$ cat config.mk
export PLATFORM = sky130hd
export DESIGN_NAME = div_radix2
export DESIGN_NICKNAME = d
export VERILOG_FILES = /design/src/rtl/div_radix2.sv
export SDC_FILE = /design/constraint.sdc
export NUM_CORES = 1
export LEC_CHECK = 0
export CAP_MARGIN = 20
export CORE_AREA = 5 5 203 205
export DETAILED_ROUTE_END_ITERATION = 7
export DIE_AREA = 0 0 208 210
export PLACE_DENSITY = 0.59
export SYNTH_ARGS = -nofsm -noshare
export SYNTH_HDL_FRONTEND = slang
export SYNTH_SLANG_ARGS = --single-unit
$ cat constraint.sdc
create_clock -name clk -period 9.46 [get_ports clk]
set_clock_uncertainty 0.15 [all_clocks]
set_input_delay 0.946 -clock clk [delete_from_list [all_inputs] [get_ports clk]]
set_output_delay 0.946 -clock clk [all_outputs]
set_load 0.02 [all_outputs]
$ cat src/rtl/div_radix2.sv
// Multi-cycle radix-2 restoring divider for MIPS DIV/DIVU.
// Uses a start/ready handshake with the EX stage; result_o = {remainder, quotient}.
module div_radix2 #(
    parameter int unsigned WIDTH = 32
) (
    input  logic               clk,
    input  logic               rst,
    input  logic               flush,
    input  logic [WIDTH-1:0]   opdata1_i,
    input  logic [WIDTH-1:0]   opdata2_i,
    input  logic               start_i,
    input  logic               annul_i,
    input  logic               signed_div_i,
    output logic               ready_o,
    output logic [2*WIDTH-1:0] result_o
);
    localparam int unsigned CW = $clog2(WIDTH);

    typedef enum logic [1:0] {IDLE, DIVZERO, BUSY, DONE} state_t;

    state_t           state;
    logic [CW-1:0]    cnt;
    logic [WIDTH-1:0] rem;
    logic [WIDTH-1:0] quo;
    logic [WIDTH-1:0] dvsr;
    logic             neg_q;
    logic             neg_r;

    logic             abort;
    logic [WIDTH-1:0] abs_a;
    logic [WIDTH-1:0] abs_b;
    logic [WIDTH:0]   shifted;
    logic [WIDTH-1:0] rem_n;
    logic [WIDTH-1:0] quo_n;
    logic [WIDTH-1:0] q_fix;
    logic [WIDTH-1:0] r_fix;

    always_comb begin
        abort   = flush | annul_i;
        abs_a   = (signed_div_i && opdata1_i[WIDTH-1]) ? -opdata1_i : opdata1_i;
        abs_b   = (signed_div_i && opdata2_i[WIDTH-1]) ? -opdata2_i : opdata2_i;
        // quo holds the unconsumed dividend bits at the top and the quotient at the bottom
        shifted = {rem, quo[WIDTH-1]};
        if (shifted >= {1'b0, dvsr}) begin
            rem_n = WIDTH'(shifted - {1'b0, dvsr});
            quo_n = {quo[WIDTH-2:0], 1'b1};
        end else begin
            rem_n = shifted[WIDTH-1:0];
            quo_n = {quo[WIDTH-2:0], 1'b0};
        end
        q_fix = neg_q ? -quo_n : quo_n;
        r_fix = neg_r ? -rem_n : rem_n;
    end

    always_ff @(posedge clk) begin
        if (rst) begin
            state    <= IDLE;
            ready_o  <= 1'b0;
            result_o <= '0;
            cnt      <= '0;
            rem      <= '0;
            quo      <= '0;
            dvsr     <= '0;
            neg_q    <= 1'b0;
            neg_r    <= 1'b0;
        end else begin
            ready_o <= 1'b0;
            case (state)
                IDLE: begin
                    if (start_i && !abort) begin
                        cnt   <= '0;
                        rem   <= '0;
                        quo   <= abs_a;
                        dvsr  <= abs_b;
                        neg_q <= signed_div_i & (opdata1_i[WIDTH-1] ^ opdata2_i[WIDTH-1]);
                        neg_r <= signed_div_i & opdata1_i[WIDTH-1];
                        state <= (opdata2_i == '0) ? DIVZERO : BUSY;
                    end
                end
                DIVZERO: begin
                    if (abort) begin
                        state <= IDLE;
                    end else begin
                        state    <= DONE;
                        ready_o  <= 1'b1;
                        result_o <= '0;
                    end
                end
                BUSY: begin
                    if (abort) begin
                        state <= IDLE;
                    end else begin
                        rem <= rem_n;
                        quo <= quo_n;
                        cnt <= cnt + 1'b1;
                        if (cnt == CW'(WIDTH - 1)) begin
                            state    <= DONE;
                            ready_o  <= 1'b1;
                            result_o <= {r_fix, q_fix};
                        end
                    end
                end
                DONE:    state <= IDLE;
                default: state <= IDLE;
            endcase
        end
    end
endmodule

==> out/qor.yml, run 1 <==
status: "finished clean"
gp_congestion: 0.9549
fillers: 4146
io_buffers: 134
leakagePower_uw: 0.004975
ios: 135
syn_area_sq_mm: 0.01159
tns_ps: 0
rr_worst_depth: 16
nets: 1730
clk_path_buf_depth: 2
avgViaCountPerCell: 5.311
holdPathEnd: "cnt[4]$_SDFFE_PP0P_"
crit_chain: "inv_1 -> ha_1 -> nand3_2 -> nor3_1 -> a41oi_1 -> o21ai_1 -> a2111oi_1 -> buf_4 -> nand2_2 -> buf_4 -> inv_2 -> o41ai_2 -> nand4_2 -> or4_1 -> or4_1 -> a41oi_2"
drt_iter0_markers: 1063
rsz0062_at_grt: "no"
power.density_mw_per_mm2: 228.9
worstPathMaxFanout: 40
finalHoldViolCount: 0
async_reset_ff_share_pct: 0
die_h_um: 210
start_kind: "flip-flop"
dp_slack_ps: 3944
start_util_pct: 29.52
clkLatencyLatePin_ps: 440
drv_slew: 0
vdd_drop_max_v: 0.0001224
hold_path.class: "reg2reg"
holdBufCountCts: 0
dieArea_sq_mm: 0.04368
cts_sinks: 170
wl_per_cell_um: 18.59
slew_headroom_pct: 24.72
yosysTopAreaCellShare_pct: 29.36
cp.buffers_inverters: 4
min_from: "cnt[4]$_SDFFE_PP0P_"
cts_setup_buffers: 0
ff2ff_setup_slack_ps: 3930
track_usage_pct: 17.64
syn_nets: 1652
hpwl_mm: 30.55
antenna_found_initial: 0
synth_flop_cell: "dfxtp_1"
end_kind: "flip-flop"
cts_root_buf: "clkbuf_16"
antenna_cells: 0
maxCapViolCount: 0
slowest_delay_ps: 600
critical-path-top-delay-family: "simple AND/OR/NAND/NOR gates"
grt_pass1_wl_mm: 62.50
ant_nets: 0
routed_wl_mm: 40.06
hold_path_depth: 2
die_x_um: 208
cts_resized: 0
critPathSlowestCell: "o41ai_2"
overflow: 0
cts_made_buffers: 17
setup_viol: 0
synth.distinct_cells: 82
fp-row-count: 73
timing.rr.end: "result_o[63]$_SDFFE_PP0P_"
crit_required_ps: 9670
yosysMostFrequentCell: "nor2_1"
drive_gt1_share_pct: 4.969
setup_slack_ps: 3925
fmax_mhz: 180.7
period_needed_ps: 5535
core_area_sq_mm: 0.03928
yosysTopAreaCell: "dfxtp_1"
worst_pin_slew_ps: 1129
path_class: "reg2reg"
finalCritPeriodShare_pct: 58.51
vias: 11450
area_delta_synth_final_pct: 20.17
synthCells: 1540
synth-edff-count: 0
syn_area_per_cell_sq_um: 7.528
grt_max_degree: 70
synthTopCellsByCount: "nor2_1, nand2_1, dfxtp_1"
ys_warn_count: 0
arrival_ps: 5740
ys_seq_elements: 170
ys_seq_area_share_pct: 29.36
grt_pass1_vias: 10690
drc: 0
cts_tree: "built"
synthTopCellsByArea: "dfxtp_1, xnor2_1, nor2_1, nand2_1, a21oi_1"
path_clk_slew_ps: 70
dr.pass1.iters: 6
h-tree-depth: 4
rr_startpoint: "dvsr[6]$_SDFFE_PP0P_"
[cells in the final DEF, fill, tap and decap left out, types with 9 or more instances in the layout]
master / count
nor2_1: 200
nand2_1: 176
dfxtp_1: 170
clkdlybuf4s50_1: 133
a21oi_1: 125
xnor2_1: 87
o21ai_0: 86
inv_1: 60
xor2_1: 51
a22oi_1: 51
ha_1: 40
nor3_1: 35
a211oi_1: 34
mux2i_1: 28
nand3_1: 24
o31ai_1: 21
a22o_1: 21
clkbuf_16: 17
or3_1: 16
buf_4: 15
and2_1: 14
o41ai_1: 14
nand2b_1: 13
or4_1: 13
o211ai_1: 12
a31oi_1: 12
a21o_1: 11
nor4_1: 11
nand4_1: 10
a311oi_1: 9
[where the power goes]
part / internal (uW) / switching (uW) / total (uW)
clock network: 387 / 335 / 722
registers: 751 / 37.5 / 789
logic: 578 / 1100 / 1680
[worst max-delay path by stage]
stage	from	to	slack (ps)	cells after the start
CTS	dvsr[6]$_SDFFE_PP0P_	result_o[63]$_SDFFE_PP0P_	3930	16
finish	dvsr[6]$_SDFFE_PP0P_	result_o[63]$_SDFFE_PP0P_	3930	16
global placement	dvsr[7]$_SDFFE_PP0P_	result_o[63]$_SDFFE_PP0P_	4070	16
global route	dvsr[6]$_SDFFE_PP0P_	result_o[63]$_SDFFE_PP0P_	3570	16
floorplan	rem[25]$_SDFFE_PP0P_	result_o[60]$_SDFFE_PP0P_	4850	18
detailed placement	dvsr[6]$_SDFFE_PP0P_	result_o[63]$_SDFFE_PP0P_	3940	16
[sequential cells by signal, summed over array words and instances, names as in the netlist]
signal / count
result_o: 64
dvsr: 32
cnt: 5
ready_o: 1
neg_q: 1
quo: 32
rem: 32
neg_r: 1
state: 2
[routing by layer]
| layer | up-vias | track usage (%) | routed length [um] |
|---|---|---|---|
| li1 | 5660 | - | - |
| met1 | 5413 | 25.52 | 19270 |
| met2 | 329 | 27.51 | 17780 |
| met3 | 43 | 2.902 | 2238 |
| met4 | 0 | 4.485 | 765 |
| met5 | - | 0 | 0 |
[area by class of cell]
class,count,area (sq um),area share (%)
Clock inverter,11,127.6,0.9161
Clock buffer,20,456.7,3.278
Inverter,61,229.0,1.644
Tap cell,525,656.9,4.715
Sequential cell,170,3403,24.43
Multi-Input combinational cell,1220,7614,54.65
Timing Repair Buffer,148,1444,10.36
[metrics by stage]
step | cells | utilization [%] | cell area (sq um) | power, uW | hold slack, ps
floorplan | 1540 | - | 11590 | 1998 | 281.9
global placement | 2124 | 33.98 | 13350 | 2465 | 292.1
detailed placement | 2124 | 33.98 | 13350 | 2470 | 300.6
CTS | 2155 | 35.47 | 13930 | 3192 | 311.4
global route | 2155 | 35.47 | 13930 | 3397 | 322.2
finish | 2155 | 35.47 | 13930 | 3188 | 309.4
[kinds of logic (layout without fill, tap and decap cells)]
logic type / after synthesis / in the layout / share of synthesized area [%]
AND/OR/NAND/NOR: 553 / 553 / 21.68
AO/OA/AOI/OAI: 455 / 455 / 25.96
flip-flops: 170 / 170 / 29.36
buffers and inverters: 150 / 240 / 5.148
XOR/XNOR: 138 / 138 / 10.43
adder cells (fa/ha/maj): 42 / 42 / 4.598
multiplexers: 32 / 32 / 2.828
[worst reg2reg max path: stages (launching register included)]
cell and delay, ps:
dfxtp_1 330, inv_1 40, ha_1 480, nand3_2 180, nor3_1 410, a41oi_1 180, o21ai_1 210, a2111oi_1 110
buf_4 220, nand2_2 70, buf_4 520, inv_2 440, o41ai_2 610, nand4_2 280, or4_1 590, or4_1 430
a41oi_2 200
No activity file was read; power rests on OpenSTA's default activity.
==> run 2: changes to the inputs <==
--- a/config.mk
+++ b/config.mk
@@ -9,7 +9,7 @@
 export CORE_AREA = 5 5 203 205
 export DETAILED_ROUTE_END_ITERATION = 7
 export DIE_AREA = 0 0 208 210
-export PLACE_DENSITY = 0.59
+export PLACE_DENSITY = 0.6
 export SYNTH_ARGS = -nofsm -noshare
 export SYNTH_HDL_FRONTEND = slang
 export SYNTH_SLANG_ARGS = --single-unit
==> constraint.sdc (replaced) <==
create_clock -name clk -period 4.4 [get_ports clk]
set_clock_uncertainty 0.15 [all_clocks]
set_input_delay 0.44 -clock clk [delete_from_list [all_inputs] [get_ports clk]]
set_output_delay 0.44 -clock clk [all_outputs]
set_load 0.02 [all_outputs]
==> run 2 against run 1 <==
Against the previous run:
- register-to-register slack got worse by 3800 ps
- flip-flop and latch count did not move
- die area is the same
- sequential share of layout area shrank 1.7 points
- critical path depth shrank 1
- design area rose by 7.8%
- setup slack worse by 3800 ps
- final cell count is 5.2% higher
- count of clock-buffer cells in the layout decreased by 1
- routed wire length grew 1.6%
==> out/qor.yml, run 2 (same netlist as run 1, synthesis figures left out) <==
clk_path_buf_depth: 2
clkLatencyLatePin_ps: 450
cts_root_buf: "clkbuf_16"
dieArea_sq_mm: 0.04368
power_frac_comb_pct: 57.9
path_class: "reg2reg"
avgViaCountPerCell: 5.207
ios: 135
fmax_mhz: 233.1
largest_reg_flops: 64
slew_headroom_pct: 26.61
end_kind: "flip-flop"
setup_viol: 0
worst_pin_slew_ps: 1099
gp_congestion: 0.9175
grt_pass1_wl_mm: 64.08
leakagePower_uw: 0.005551
overflow: 0
grt_max_degree: 81
holdBufCountCts: 0
max_flop_register: "result_o"
wl_per_cell_um: 17.95
track_usage_pct: 17.90
layout_commonest_cell: "nor2_1"
finalCritPeriodShare_pct: 97.48
drc: 0
io_buffers: 134
h-tree-depth: 4
fp-row-count: 73
drv_slew: 0
status: "finished clean"
power.density_mw_per_mm2: 510.3
seq_power_share_pct: 22.1
finalHoldViolCount: 0
start_kind: "flip-flop"
path_clk_slew_ps: 70
tns_ps: 0
area_delta_synth_final_pct: 29.50
antenna_found_initial: 0
pwr-share-clk_pct: 20.0
crit_required_ps: 4620
maxCapViolCount: 0
cts_sinks: 170
swShare_pct: 43.95
p_int_uw: 4294
arrival_ps: 4510
nets: 1843
die_h_um: 210
switchingPower_uw: 3367
hpwl_mm: 31.64
place_area_sq_mm: 0.01416
layout_common_cells: "nor2_1, nand2_1, dfxtp_1"
drive_gt1_share_pct: 13.37
cts_made_buffers: 17
dr.pass1.iters: 7
period_needed_ps: 4289
core_area_sq_mm: 0.03928
grt_pass1_vias: 11350
routed_wl_mm: 40.72
ant_nets: 0
antenna_cells: 0
die_x_um: 208
p_total_uw: 7661
vias: 11810
design_area_sq_mm: 0.01501
drt_iter0_markers: 886
hold_path.class: "in2reg"
start_util_pct: 29.52
cts_tree: "built"
worstPathMaxFanout: 8
vdd_drop_max_v: 0.0002686
[run 2: changes by cell type in the layout (fill, tap and decap cells not counted), moves of 4 or more]
cell and change:
o21ai_0 -4, dfxtp_2 +4, buf_4 +112, a21oi_1 -5
dfxtp_1 -4, ha_1 -4
[run 2: per-layer routing]
layer	global-route usage, %	up-vias	wire [um]	share of wire (%)
met1	25.33	5620	19860	49
met5	0	-	0	0
met3	2.649	30	1780	4.4
met2	29.29	286	18620	46
met4	3.601	0	457	1.1
li1	-	5873	-	-
[run 2: power by group through the flow]
| stage | clock [uW] | sequential (uW) | combinational, uW |
|---|---|---|---|
| floorplan | 0 | 1700 | 2630 |
| global placement | 0 | 1720 | 4160 |
| detailed placement | 0 | 1720 | 4180 |
| CTS | 1570 | 1690 | 4230 |
| global route | 1620 | 1700 | 4810 |
| finish | 1530 | 1690 | 4440 |
[run 2: layout make-up]
| type | instances | area (sq um) |
|---|---|---|
| clock buffer | 19 | 452.9 |
| fill | 4103 | 24260 |
| timing repair buffer | 261 | 2296 |
| inverter | 61 | 229.0 |
| sequential | 170 | 3408 |
| tap | 525 | 656.9 |
| multi-input combinational | 1220 | 7840 |
| clock inverter | 12 | 128.9 |
[run 2: path summary, 6_finish.rpt]
kind                         startpoint                   endpoint  slack, ps  depth (start not counted)
setup / recovery    rem[5]$_SDFFE_PP0P_  result_o[63]$_SDFFE_PP0P_        110                         15
setup reg to reg    rem[5]$_SDFFE_PP0P_  result_o[63]$_SDFFE_PP0P_        110                         15
hold / removal                      rst        quo[6]$_SDFFE_PP0P_        150                          2
hold reg to reg   dvsr[31]$_SDFFE_PP0P_      dvsr[31]$_SDFFE_PP0P_        310                          2
[run 2: repair_timing]
item                                   4_1_cts  5_1_grt
resized for setup                            6       42
setup endpoints to repair                    1       17
endpoints found under the hold margin        0        0
setup buffers                                1        4
pin swaps                                    6       18
[run 2: worst max-delay path, cell delays in order (launching register included)]
cell      delay, ps
dfxtp_1         430
ha_4            250
buf_6           140
a21oi_4         160
o21ai_1          90
and3_1          200
o21a_2          240
buf_4           150
o311a_4         330
or4_4           490
a222oi_1        340
buf_4           190
nand2_1          70
or4_4           440
or4_4           420
a41oi_2         130
[run 2: metrics by stage]
| stage | hold WS [ps] | std cells | utilization, % | setup WS (ps) |
|---|---|---|---|---|
| 3_3_place_gp | 294.4 | 2230 | 36.05 | -49.84 |
| 6_report | 150.1 | 2268 | 38.22 | 110.7 |
| 3_5_place_dp | 300.0 | 2230 | 36.05 | -109.3 |
| 4_1_cts | 131.1 | 2262 | 37.63 | 3.498 |
| 5_1_grt | 132.8 | 2268 | 38.22 | -31.74 |
| 2_1_floorplan | 281.9 | 1540 | - | 21.28 |
